<file path="config.mk">
export PLATFORM = sky130hd
export DESIGN_NAME = ram_rmw_ctrl
export DESIGN_NICKNAME = d
export VERILOG_FILES = /design/src/rtl/ram_ctrl_pkg.sv /design/src/rtl/ram_byte_merge.sv /design/src/rtl/ram_rmw_ctrl.sv
export SDC_FILE = /design/constraint.sdc
export NUM_CORES = 1
export LEC_CHECK = 0
export ABC_AREA = 0
export ABC_CLOCK_PERIOD_IN_PS = 1350
export BUFFER_PORTS_ARGS = -buffer_cell sky130_fd_sc_hd__clkbuf_2
export CAP_MARGIN = 20
export CORE_MARGIN = 5
export CORE_UTILIZATION = 35
export DETAILED_ROUTE_END_ITERATION = 16
export PLACE_DENSITY_LB_ADDON = 0.08
export SYNTH_ARGS = -nofsm -noshare
export SYNTH_HDL_FRONTEND = slang
export SYNTH_SLANG_ARGS = --single-unit
export TNS_END_PERCENT = 100
</file>
<file path="constraint.sdc">
create_clock -name clk -period 1.35 [get_ports clk]
set_input_delay 0.2025 -clock clk [delete_from_list [all_inputs] [get_ports clk]]
set_output_delay 0.2025 -clock clk [all_outputs]
set_load 0.005 [all_outputs]
</file>
<file path="src/rtl/ram_ctrl_pkg.sv">
// Shared types and constants for the RAM read-modify-write controller.
//   ram_ctrl_state_t : controller FSM states (INIT only reachable when
//                      RAM_RMW_CTRL_CLEAR_EN is defined)
//   BYTE_W           : width of one byte lane
package ram_ctrl_pkg;

  localparam int unsigned BYTE_W = 8;

  typedef enum logic [1:0] {
    IDLE = 2'd0,
    WR   = 2'd1,
    RESP = 2'd2,
    INIT = 2'd3
  } ram_ctrl_state_t;

endpackage

</file>
<file path="src/rtl/ram_byte_merge.sv">
// Combinational per-byte merge of a new word into an old word.
// Ports:
//   old_word in  M     current RAM word
//   new_word in  M     write data
//   be       in  M/8   byte enables; be[i] selects new_word byte i
//   merged   out M     be[i] ? new byte : old byte, for every lane
module ram_byte_merge
  import ram_ctrl_pkg::*;
#(
  parameter int unsigned M = 32
) (
  input  logic [M-1:0]        old_word,
  input  logic [M-1:0]        new_word,
  input  logic [M/BYTE_W-1:0] be,
  output logic [M-1:0]        merged
);

  localparam int unsigned NB = M / BYTE_W;

  always_comb begin
    merged = old_word;
    for (int unsigned i = 0; i < NB; i++) begin
      if (be[i]) begin
        merged[i*BYTE_W +: BYTE_W] = new_word[i*BYTE_W +: BYTE_W];
      end
    end
  end

endmodule

</file>
<file path="src/rtl/ram_rmw_ctrl.sv">
// Request/response front end for a single-port sync-write/async-read RAM.
// One read or byte-masked write outstanding at a time; partial writes are
// done as read-modify-write so the RAM only needs a word write port.
// Optional feature macro: RAM_RMW_CTRL_CLEAR_EN (zero-fill sweep after reset).
// Ports:
//   clk, reset                    single clock, synchronous active-high reset
//   req_valid/req_ready           request handshake
//   req_we, req_adr, req_be,
//   req_wdata                     request payload (be/wdata used by writes)
//   rsp_valid/rsp_ready           response handshake
//   rsp_rdata                     read word, or merged word after a write
//   ram_we, ram_adr, ram_din      to the RAM
//   ram_dout                      from the RAM, combinational read
module ram_rmw_ctrl
  import ram_ctrl_pkg::*;
#(
  parameter int unsigned N = 6,
  parameter int unsigned M = 32
) (
  input  logic                clk,
  input  logic                reset,
  input  logic                req_valid,
  output logic                req_ready,
  input  logic                req_we,
  input  logic [N-1:0]        req_adr,
  input  logic [M/BYTE_W-1:0] req_be,
  input  logic [M-1:0]        req_wdata,
  output logic                rsp_valid,
  input  logic                rsp_ready,
  output logic [M-1:0]        rsp_rdata,
  output logic                ram_we,
  output logic [N-1:0]        ram_adr,
  output logic [M-1:0]        ram_din,
  input  logic [M-1:0]        ram_dout
);

  localparam int unsigned NB = M / BYTE_W;

  ram_ctrl_state_t state, state_nx;
  logic [N-1:0]    adr_q;
  logic [NB-1:0]   be_q;
  logic [M-1:0]    wdata_q;
  logic [M-1:0]    merged;
`ifdef RAM_RMW_CTRL_CLEAR_EN
  logic [N-1:0]    cnt;
`endif

  // In WR the RAM address is the latched one, so ram_dout is the old word.
  ram_byte_merge #(.M(M)) u_merge (
    .old_word (ram_dout),
    .new_word (wdata_q),
    .be       (be_q),
    .merged   (merged)
  );

  always_ff @(posedge clk) begin
    if (reset) begin
`ifdef RAM_RMW_CTRL_CLEAR_EN
      state <= INIT;
      cnt   <= '0;
`else
      state <= IDLE;
`endif
      rsp_rdata <= '0;
      adr_q     <= '0;
      be_q      <= '0;
      wdata_q   <= '0;
    end else begin
      state <= state_nx;
      case (state)
        IDLE: begin
          if (req_valid) begin
            if (req_we) begin
              adr_q   <= req_adr;
              be_q    <= req_be;
              wdata_q <= req_wdata;
            end else begin
              rsp_rdata <= ram_dout;
            end
          end
        end
        WR: rsp_rdata <= merged;
`ifdef RAM_RMW_CTRL_CLEAR_EN
        INIT: cnt <= cnt + N'(1);
`endif
        default: ;
      endcase
    end
  end

  always_comb begin
    state_nx  = state;
    req_ready = 1'b0;
    rsp_valid = 1'b0;
    ram_we    = 1'b0;
    ram_adr   = req_adr;
    ram_din   = merged;
    case (state)
      IDLE: begin
        req_ready = 1'b1;
        if (req_valid) state_nx = req_we ? WR : RESP;
      end
      WR: begin
        ram_adr  = adr_q;
        ram_we   = 1'b1;
        state_nx = RESP;
      end
      RESP: begin
        rsp_valid = 1'b1;
        if (rsp_ready) state_nx = IDLE;
      end
`ifdef RAM_RMW_CTRL_CLEAR_EN
      INIT: begin
        ram_adr = cnt;
        ram_we  = 1'b1;
        ram_din = '0;
        if (cnt == '1) state_nx = IDLE;
      end
`endif
      default: state_nx = IDLE;
    endcase
    // Reset overrides the state decode so an in-flight WR never reaches the RAM.
    if (reset) begin
      req_ready = 1'b0;
      rsp_valid = 1'b0;
      ram_we    = 1'b0;
    end
  end

endmodule

</file>
==> results of run 1 <==
==> layer usage <==
metal  GRT usage (%)  routed length, um
met1            23.2               4920
met2            29.4               5360
met3            6.42                745
met4            3.97                121
met5               0                  0
==> cell families after synthesis <==
| logic type | after synthesis | share of synthesized area, % |
|---|---|---|
| AND/OR/NAND/NOR | 126 | 18.2 |
| AO/OA/AOI/OAI | 77 | 16.6 |
| flip-flops | 76 | 45.6 |
| multiplexers | 38 | 12.8 |
| buffers and inverters | 32 | 6.71 |
==> where the power goes <==
group / switching [mW] / internal (mW)
Combinational: 0.571 / 0.673
Clock: 0.849 / 0.828
Sequential: 0.0838 / 2.38
==> synth_stat cells, drive strengths merged <==
master	count	area, um2
nand4bb	1	11.3
and4bb	1	12.5
clkbuf	9	33.8
nor2b	1	13.8
o21bai	1	7.51
a221o	32	320
buf	23	190
o31ai	1	12.5
a21oi	43	215
and3	32	200
nand2	84	315
dfxtp	76	1520
nor3b	1	7.51
or2b	1	7.51
nand2b	1	6.26
or3b	1	8.76
mux2	38	428
nor3	1	10.0
nor2	2	15.0
==> worst reg2reg max path, delay by kind of cell, from the launching register on <==
kind / cells / cell delay [ns]
AOI/OAI and AO/OA: 1 / 0.10
DFF: 1 / 0.36
and+or+nand+nor: 2 / 0.42
buffers and inverters: 4 / 0.54
==> registers in the layout, summed over array words and instances (netlist names) <==
signal	cells
rsp_rdata	32
wdata_q	32
adr_q	6
be_q	4
state	2
==> cell type report <==
type | instances | area, um2
fillers | 819 | 3840
multi-input cells | 241 | 2160
flip-flops and latches | 76 | 1540
repair buffers | 195 | 1410
well taps | 129 | 161
clock buffers | 9 | 124
clock inverters | 5 | 55.1
==> worst paths after layout <==
kind                 startpoint     endpoint  cells after the start
hold reg to reg     wdata_q[19]  wdata_q[19]                      2
setup reg to reg       state[0]      be_q[1]                      7
hold / removal    req_wdata[23]  wdata_q[23]                      3
setup / recovery       state[1]   ram_adr[4]                      3
==> cells in the final DEF (no fill, tap or decap), types with 2 or more instances in the layout <==
cell type   count
a21oi_2        38
buf_8           2
a21oi_1         5
dfxtp_1        70
dfxtp_4         3
clkinv_2        2
buf_12         11
dfxtp_2         3
a221o_1        32
clkbuf_16       5
buf_4          15
clkbuf_2      147
and3_1         32
clkinvlp_4      2
nand2_1        45
mux2_4         38
buf_6          14
nand2_4        30
clkbuf_8        9
nand2_2         9
==> metrics by stage <==
step / cell area, um2 / setup TNS [ns] / cells / util (%)
floorplan: 3340 / 0 / 349 / -
global placement: 4360 / 0 / 625 / 47.0
detailed placement: 4360 / 0 / 625 / 47.0
CTS: 4820 / -6.50 / 646 / 51.9
global route: 5450 / -15.42 / 655 / 58.7
finish: 5450 / -9.70 / 655 / 58.7
==> repair_timing <==
action | in CTS | in global routing
cloned | 1 | 5
resized for setup | 63 | 123
pin swaps | 14 | 56
endpoints found under the setup margin | 41 | 115
buffers inserted | 7 | 4
==> results.sh, run 1 <==
export IMPL_final_period_utilization_pct=114
export IMPL_leakage_nw=2.67
export IMPL_cts_sinks=76
export IMPL_htreeDepth=3
export IMPL_grt_pass1_vias=3208
export IMPL_hold_path_class="in2reg"
export IMPL_insertion_delay_ns=0.34
export IMPL_report_final_setup_viol=97
export IMPL_syn_area_mm2=0.00334
export IMPL_period_minus_slack_ns=1.54
export IMPL_crit_family="flip-flops"
export IMPL_start_util_pct=35.9
export IMPL_worst_slack_ns=-0.187
export IMPL_cts_made_buffers=9
export IMPL_tightest_slew_ns=0.464
export IMPL_clk_pin_slew_ns=0.08
export IMPL_postRouteAntennaNets=0
export IMPL_area_growth_pct=63.2
export IMPL_finalPower_mw=5.38
export IMPL_dr_pass1_iters=4
export IMPL_rsz0062_at_grt="yes"
export IMPL_grt_usage_pct=18.1
export IMPL_grt_pass1_wl_um=16600
export IMPL_avgSynthCellArea_um2=9.56
export IMPL_status="finished with violations"
export IMPL_critPathCaptureType="primary output"
export IMPL_yosysSeqAreaShare_pct=45.6
export IMPL_dp_hpwl_um=7450
export IMPL_path_buf_inv=1
export IMPL_postCtsHoldBufs=0
export IMPL_core_mm2=0.00928
export IMPL_slew_violations=0
export IMPL_worstSetupPathType="reg2out"
export IMPL_critical_path_cell_chain="nand2b_4 > mux2_4 > clkbuf_2"
export IMPL_power_density_mw_per_mm2=988
export IMPL_via_count=3328
export IMPL_nets=602
export IMPL_maxCapViolCount=0
export IMPL_vias_per_cell=5.08
export IMPL_drive_gt1_share_pct=64.4
export IMPL_yosysWarnings=0
export IMPL_cts_tree="yes"
export IMPL_fp_row_count=35
export IMPL_critPathRequiredTime_ns=1.15
export IMPL_yosysUniqueCellTypes=21
export IMPL_wire_per_inst_um=17.0
export IMPL_drt_initial_drc_count=135
export IMPL_timing_final_hold_violations=0
export IMPL_grt_overflow=0
export IMPL_die_w_um=108
export IMPL_max_stage_delay_ns=0.34
export IMPL_gp_congestion=0.774
export IMPL_relSlewSlack_pct=69.1
export IMPL_syn_inst=349
export IMPL_skew_ns=0.00914
export IMPL_drc_errors=0
export IMPL_antenna_found_initial=0
export IMPL_arrival_ns=1.33
export IMPL_pre_cts_slack_ns=0.0294
export IMPL_clock_fmax_ghz=0.650
export IMPL_io_buffer_count=151
export IMPL_diodes=0
export IMPL_fp_dieH_um=108
export IMPL_synth_fp_nets=428
export IMPL_cp_start_kind="register"
export IMPL_peakVddDrop_mv=0.432
export IMPL_ios=152
export IMPL_reg2reg_slack_ns=-0.15
export IMPL_violations="setup timing"
export IMPL_whs_ns=0.0697
export IMPL_grt_max_degree=29
export IMPL_dieArea_mm2=0.0116
export IMPL_cts_path_max_buffers=2
export IMPL_synth_seq_cells=76
export IMPL_cts_root_buf="clkbuf_8"
export IMPL_path_max_fanout=7
export IMPL_critPathSlowestCell="dfxtp_2"
export IMPL_wl_um=11100
Note: power is estimated with default switching activity, not from simulation.
==> run 2: changes to the inputs <==
--- a/config.mk
+++ b/config.mk
@@ -9,8 +9,10 @@
 export ABC_CLOCK_PERIOD_IN_PS = 1350
 export BUFFER_PORTS_ARGS = -buffer_cell sky130_fd_sc_hd__clkbuf_2
 export CAP_MARGIN = 20
+export CELL_PAD_IN_SITES_DETAIL_PLACEMENT = 2
+export CELL_PAD_IN_SITES_GLOBAL_PLACEMENT = 2
 export CORE_MARGIN = 5
-export CORE_UTILIZATION = 35
+export CORE_UTILIZATION = 24
 export DETAILED_ROUTE_END_ITERATION = 16
 export PLACE_DENSITY_LB_ADDON = 0.08
 export SYNTH_ARGS = -nofsm -noshare
==> run 2 against run 1 <==
  * The run still ends with setup timing left
  * Maximum frequency down 4.3%
  * Via count up 3.3%
  * Setup slack worse by 0.069 ns
  * Sequential share of layout area down 0.96 points
  * Combinational power up 6%
  * Critical path depth up 1
  * Critical path type unchanged
  * Critical endpoint is now ram_adr[2]
  * Largest cell class unchanged
==> results.sh, run 2 (synthesized netlist as in run 1, its figures left out) <==
export IMPL_pwr_share_seq_pct=40.5
export IMPL_leakage_nw=2.64
export IMPL_p_sw_mw=1.65
export IMPL_dr_pass1_iters=4
export IMPL_pre_cts_slack_ns=0.0000451
export IMPL_path_max_fanout=6
export IMPL_drt_initial_drc_count=80
export IMPL_n_fill_cell=1496
export IMPL_wire_per_inst_um=20.6
export IMPL_cp_start_kind="register"
export IMPL_switching_share_pct=27.0
export IMPL_nets=608
export IMPL_grt_usage_pct=16.6
export IMPL_final_period_utilization_pct=119
export IMPL_dieArea_mm2=0.0164
export IMPL_cts_sinks=76
export IMPL_die_w_um=128
export IMPL_core_mm2=0.0138
export IMPL_cts_root_buf="clkbuf_16"
export IMPL_drive_gt1_share_pct=64.5
export IMPL_period_minus_slack_ns=1.61
export IMPL_critical_path_cell_chain="nand2b_4 > buf_8 > mux2_4 > clkbuf_2"
export IMPL_layout_common_cells="148 x clkbuf_2, 70 x dfxtp_1, 46 x nand2_1"
export IMPL_fp_dieH_um=128
export IMPL_dp_hpwl_um=9380
export IMPL_wl_um=14600
export IMPL_postCtsHoldBufs=0
export IMPL_grt_overflow=0
export IMPL_critPathCaptureType="primary output"
export IMPL_report_final_setup_viol=115
export IMPL_critPathRequiredTime_ns=1.15
export IMPL_via_count=3439
export IMPL_rsz0062_at_grt="yes"
export IMPL_cts_path_max_buffers=2
export IMPL_start_util_pct=24.2
export IMPL_clk_pin_slew_ns=0.06
export IMPL_peakVddDrop_mv=0.522
export IMPL_postRouteAntennaNets=0
export IMPL_cts_made_buffers=9
export IMPL_power_density_mw_per_mm2=1080
export IMPL_post_route_util_pct=40.9
export IMPL_final_common_cell="clkbuf_2"
export IMPL_relSlewSlack_pct=72.3
export IMPL_insertion_delay_ns=0.34
export IMPL_critPathSlowestCell="dfxtp_2"
export IMPL_maxCapViolCount=0
export IMPL_grt_pass1_vias=3714
export IMPL_fp_row_count=43
export IMPL_combPwrFrac_pct=21.4
export IMPL_placed_cell_area_mm2=0.00445
export IMPL_slew_violations=0
export IMPL_gp_congestion=0.739
export IMPL_clock_fmax_ghz=0.623
export IMPL_internal_power_mw=4.46
export IMPL_max_stage_delay_ns=0.35
export IMPL_top_regs="rsp_rdata (32), wdata_q (32), adr_q (6)"
export IMPL_violations="setup timing"
export IMPL_tightest_slew_ns=0.416
export IMPL_drc_errors=0
export IMPL_worst_slack_ns=-0.256
export IMPL_hold_path_class="in2reg"
export IMPL_htreeDepth=3
export IMPL_worstSetupPathType="reg2out"
export IMPL_clockPowerShare_pct=38.1
export IMPL_diodes=0
export IMPL_ios=152
export IMPL_antenna_found_initial=0
export IMPL_tns_ns=-15.63
export IMPL_area_growth_pct=69.0
export IMPL_grt_max_degree=25
export IMPL_skew_ns=0.00337
export IMPL_status="finished with violations"
export IMPL_io_buffer_count=151
export IMPL_grt_pass1_wl_um=20900
export IMPL_fin_area_mm2=0.00564
export IMPL_arrival_ns=1.40
export IMPL_vias_per_cell=4.83
export IMPL_cts_tree="yes"
export IMPL_timing_final_hold_violations=0
==> run 2: cell count changes in the layout (fill, tap and decap cells not counted), sizes merged <==
| cell | delta |
|---|---|
| clkbuf | +6 |
| clkinvlp | -2 |
| buf | +3 |
| bufinv | -1 |
==> run 2: area by class of cell <==
class,count,area [um2],area share (%)
Clock buffer,12,267,4.73
Tap cell,180,225,3.99
Sequential cell,76,1540,27.3
Clock inverter,2,10.0,0.178
Timing Repair Buffer,201,1540,27.3
Multi-Input combinational cell,241,2060,36.6
==> run 2: through the flow <==
step,power [mW],hold WS [ns],instances
5_1_grt,6.38,0.0815,712
3_3_place_gp,3.47,0.426,675
3_5_place_dp,3.49,0.437,675
6_report,6.11,0.0846,712
2_1_floorplan,2.96,0.337,349
4_1_cts,5.99,0.0710,696
==> run 2: final timing paths <==
check | start | endpoint | slack (ns) | depth (start not counted)
worst max register to register | state[0] | wdata_q[27] | -0.19 | 7
worst min register to register | adr_q[1] | adr_q[1] | 0.46 | 2
worst min-delay path | req_wdata[5] | wdata_q[5] | 0.08 | 3
worst max-delay path | state[1] | ram_adr[2] | -0.26 | 4
==> run 2: power by group through the flow <==
stage | Clock (mW) | Combinational, mW | Sequential [mW]
global route | 2.49 | 1.41 | 2.49
detailed placement | 0 | 0.981 | 2.51
CTS | 2.40 | 1.12 | 2.47
floorplan | 0 | 0.465 | 2.50
global placement | 0 | 0.963 | 2.51
finish | 2.33 | 1.31 | 2.47
==> run 2: critical path: cells and delay by family (launching register included) <==
family                 cells  cell delay [ns]
buffers and inverters      2             0.25
AND/OR/NAND/NOR            1             0.15
multiplexers               1             0.30
flip-flops                 1             0.35
==> run 2: timing repair <==
item | 4_1_cts | 5_1_grt
endpoints found under the setup margin | 43 | 102
buffers inserted | 4 | 10
gates resized for setup | 64 | 94
gates cloned | 3 | 7
pin swaps | 5 | 48
==> run 2: layer usage <==
| metal | GRT usage [%] | part of all wire (%) |
|---|---|---|
| met1 | 20.6 | 42 |
| met3 | 3.58 | 4.2 |
| met2 | 28.7 | 53 |
| met5 | 0 | 0 |
| met4 | 5.24 | 1.3 |
==> run 3: changes to the inputs <==
--- a/config.mk
+++ b/config.mk
@@ -12,10 +12,11 @@
 export CELL_PAD_IN_SITES_DETAIL_PLACEMENT = 2
 export CELL_PAD_IN_SITES_GLOBAL_PLACEMENT = 2
 export CORE_MARGIN = 5
-export CORE_UTILIZATION = 24
+export CORE_UTILIZATION = 25
 export DETAILED_ROUTE_END_ITERATION = 16
 export PLACE_DENSITY_LB_ADDON = 0.08
 export SYNTH_ARGS = -nofsm -noshare
 export SYNTH_HDL_FRONTEND = slang
+export SYNTH_HIERARCHICAL = 1
 export SYNTH_SLANG_ARGS = --single-unit
 export TNS_END_PERCENT = 100
==> run 3 against run 2 <==
  * The flow still finishes with violations (setup timing)
  * Critical endpoint is now ram_adr[5]
  * Hold slack worse by 0.0067 ns
  * Maximum frequency is 7.7% lower
  * Utilization is 7.0 points higher
  * Combinational power is 47% higher
  * Flip-flop and latch count stayed put
==> results.sh, run 3 <==
export IMPL_core_mm2=0.0145
export IMPL_worst_slack_ns=-0.390
export IMPL_slew_violations=0
export IMPL_io_buffer_count=151
export IMPL_tightest_slew_ns=0.361
export IMPL_grt_usage_pct=19.0
export IMPL_insertion_delay_ns=0.35
export IMPL_drt_initial_drc_count=101
export IMPL_grt_pass1_vias=4289
export IMPL_diodes=0
export IMPL_dr_pass1_iters=5
export IMPL_grt_pass1_wl_um=25600
export IMPL_clock_fmax_ghz=0.575
export IMPL_critical_path_cell_chain="buf_6 > nor2b_4 > buf_12 > mux2_4 > clkbuf_2"
export IMPL_synth_top_cell_by_area="dfxtp_1"
export IMPL_violations="setup timing"
export IMPL_grt_overflow=0
export IMPL_yosysWarnings=6
export IMPL_synthArstFlopShare_pct=0
export IMPL_syn_area_mm2=0.00368
export IMPL_nets=672
export IMPL_path_max_fanout=7
export IMPL_power_density_mw_per_mm2=986
export IMPL_leakage_nw=3.00
export IMPL_arrival_ns=1.54
export IMPL_critPathSlowestCell="dfxtp_2"
export IMPL_synth_seq_cells=76
export IMPL_critPathRequiredTime_ns=1.15
export IMPL_ys_flop_type="dfxtp_1"
export IMPL_synth_edf_count=0
export IMPL_wl_um=17400
export IMPL_dp_hpwl_um=9930
export IMPL_die_w_um=131
export IMPL_tns_ns=-23.05
export IMPL_worstSetupPathType="reg2out"
export IMPL_gp_congestion=0.719
export IMPL_synth_top_family_by_area="multiplexers"
export IMPL_cts_sinks=76
export IMPL_cts_root_buf="clkbuf_16"
export IMPL_peakVddDrop_mv=0.506
export IMPL_start_util_pct=25.4
export IMPL_synth_area_top_cells="dfxtp_1 41%, mux2_4 13%, mux2i_1 8.7%"
export IMPL_fp_dieH_um=131
export IMPL_yosys_area_share_simple_pct=15.1
export IMPL_wire_per_inst_um=22.2
export IMPL_clk_pin_slew_ns=0.06
export IMPL_status="finished with violations"
export IMPL_fp_row_count=44
export IMPL_final_period_utilization_pct=129
export IMPL_yosysSeqAreaShare_pct=41.3
export IMPL_maxCapViolCount=0
export IMPL_cts_made_buffers=9
export IMPL_layout_common_cells="145 x clkbuf_2, 70 x dfxtp_1, 51 x nand2_4"
export IMPL_synth_most_common_cell="nand2_1"
export IMPL_synth_xor_area_share_pct=0
export IMPL_synthAdderAreaFrac_pct=0
export IMPL_report_final_setup_viol=116
export IMPL_drive_gt1_share_pct=76.9
export IMPL_postRouteAntennaNets=0
export IMPL_syn_inst=386
export IMPL_synth_compound_area_share_pct=12.6
export IMPL_htreeDepth=3
export IMPL_post_route_util_pct=47.9
export IMPL_yosysTopAreaCellShare_pct=41.3
export IMPL_area_growth_pct=88.6
export IMPL_synth_fp_nets=465
export IMPL_drc_errors=0
export IMPL_vias_per_cell=4.84
export IMPL_synthMuxAreaShare_pct=23.6
export IMPL_via_count=3786
export IMPL_max_stage_delay_ns=0.35
export IMPL_top_regs="rsp_rdata (32), wdata_q (32), adr_q (6)"
export IMPL_avgSynthCellArea_um2=9.53
export IMPL_dieArea_mm2=0.0172
export IMPL_grt_max_degree=48
export IMPL_period_minus_slack_ns=1.74
export IMPL_synth_common_cells="84 x nand2_1, 76 x dfxtp_1, 43 x a21oi_1, 34 x nor3_1"
export IMPL_yosysUniqueCellTypes=21
export IMPL_cts_path_max_buffers=2
export IMPL_cp_start_kind="register"
export IMPL_cts_tree="yes"
export IMPL_timing_final_hold_violations=0
export IMPL_final_common_cell="clkbuf_2"
export IMPL_antenna_found_initial=0
export IMPL_critPathCaptureType="primary output"
export IMPL_whs_ns=0.0779
export IMPL_skew_ns=0.00544
export IMPL_ios=152
export IMPL_finalPower_mw=6.85
export IMPL_rsz0062_at_grt="yes"
export IMPL_hold_path_class="in2reg"
export IMPL_relSlewSlack_pct=75.9
## run 3: layout make-up
class | instances | area, um2
flip-flops and latches | 76 | 1540
fillers | 1467 | 7540
well taps | 184 | 230
clock inverters | 1 | 5.00
inverters | 1 | 8.76
repair buffers | 232 | 1990
clock buffers | 15 | 278
multi-input cells | 273 | 2890
## run 3: worst paths after layout
path              cells after the start      endpoint          from  slack, ns
setup / recovery                      5    ram_adr[5]      state[0]      -0.39
hold / removal                        3    wdata_q[6]  req_wdata[6]       0.08
setup reg to reg                      7  rsp_rdata[6]      state[0]      -0.35
hold reg to reg                       2    wdata_q[2]    wdata_q[2]       0.47
## run 3: cell families (layout without fill, tap and decap cells)
kind of cell | Yosys count | count (layout)
buf+inv | 38 | 249
mux | 70 | 70
simple gates | 126 | 126
flops | 76 | 76
compound gates | 76 | 77
## run 3: power breakdown
group / internal (mW) / switching [mW]
registers: 2.40 / 0.143
clock network: 1.40 / 0.982
logic: 1.04 / 0.891
total: 4.83 / 2.02
## run 3: critical path, delay by kind of cell, from the launching register on
family                 cells  cell delay (ns)
buffers and inverters      3             0.37
flip-flops                 1             0.35
multiplexers               1             0.31
AND/OR/NAND/NOR            1             0.17
## run 3: repair_timing
item,4_1_cts,5_1_grt
gates resized for setup,140,173
pin swaps,68,89
setup endpoints to repair,116,115
hold buffers,0,0
setup buffers,28,14
gates cloned,16,2
## run 3: layer usage
metal	GRT usage, %	up-vias	wire, um
met5	0	-	0
met4	6.00	0	299
met1	22.1	1877	7220
met3	5.58	18	943
met2	33.4	106	8930
li1	-	1785	-
## run 3: stage by stage
step / setup slack [ns] / std cells / area [um2]
after floorplan: 0.00206 / 386 / 3680
after global placement: -0.311 / 716 / 4810
after detailed placement: -0.417 / 716 / 4810
after CTS: -0.371 / 773 / 6210
after global routing: -0.445 / 782 / 6940
final: -0.390 / 782 / 6940
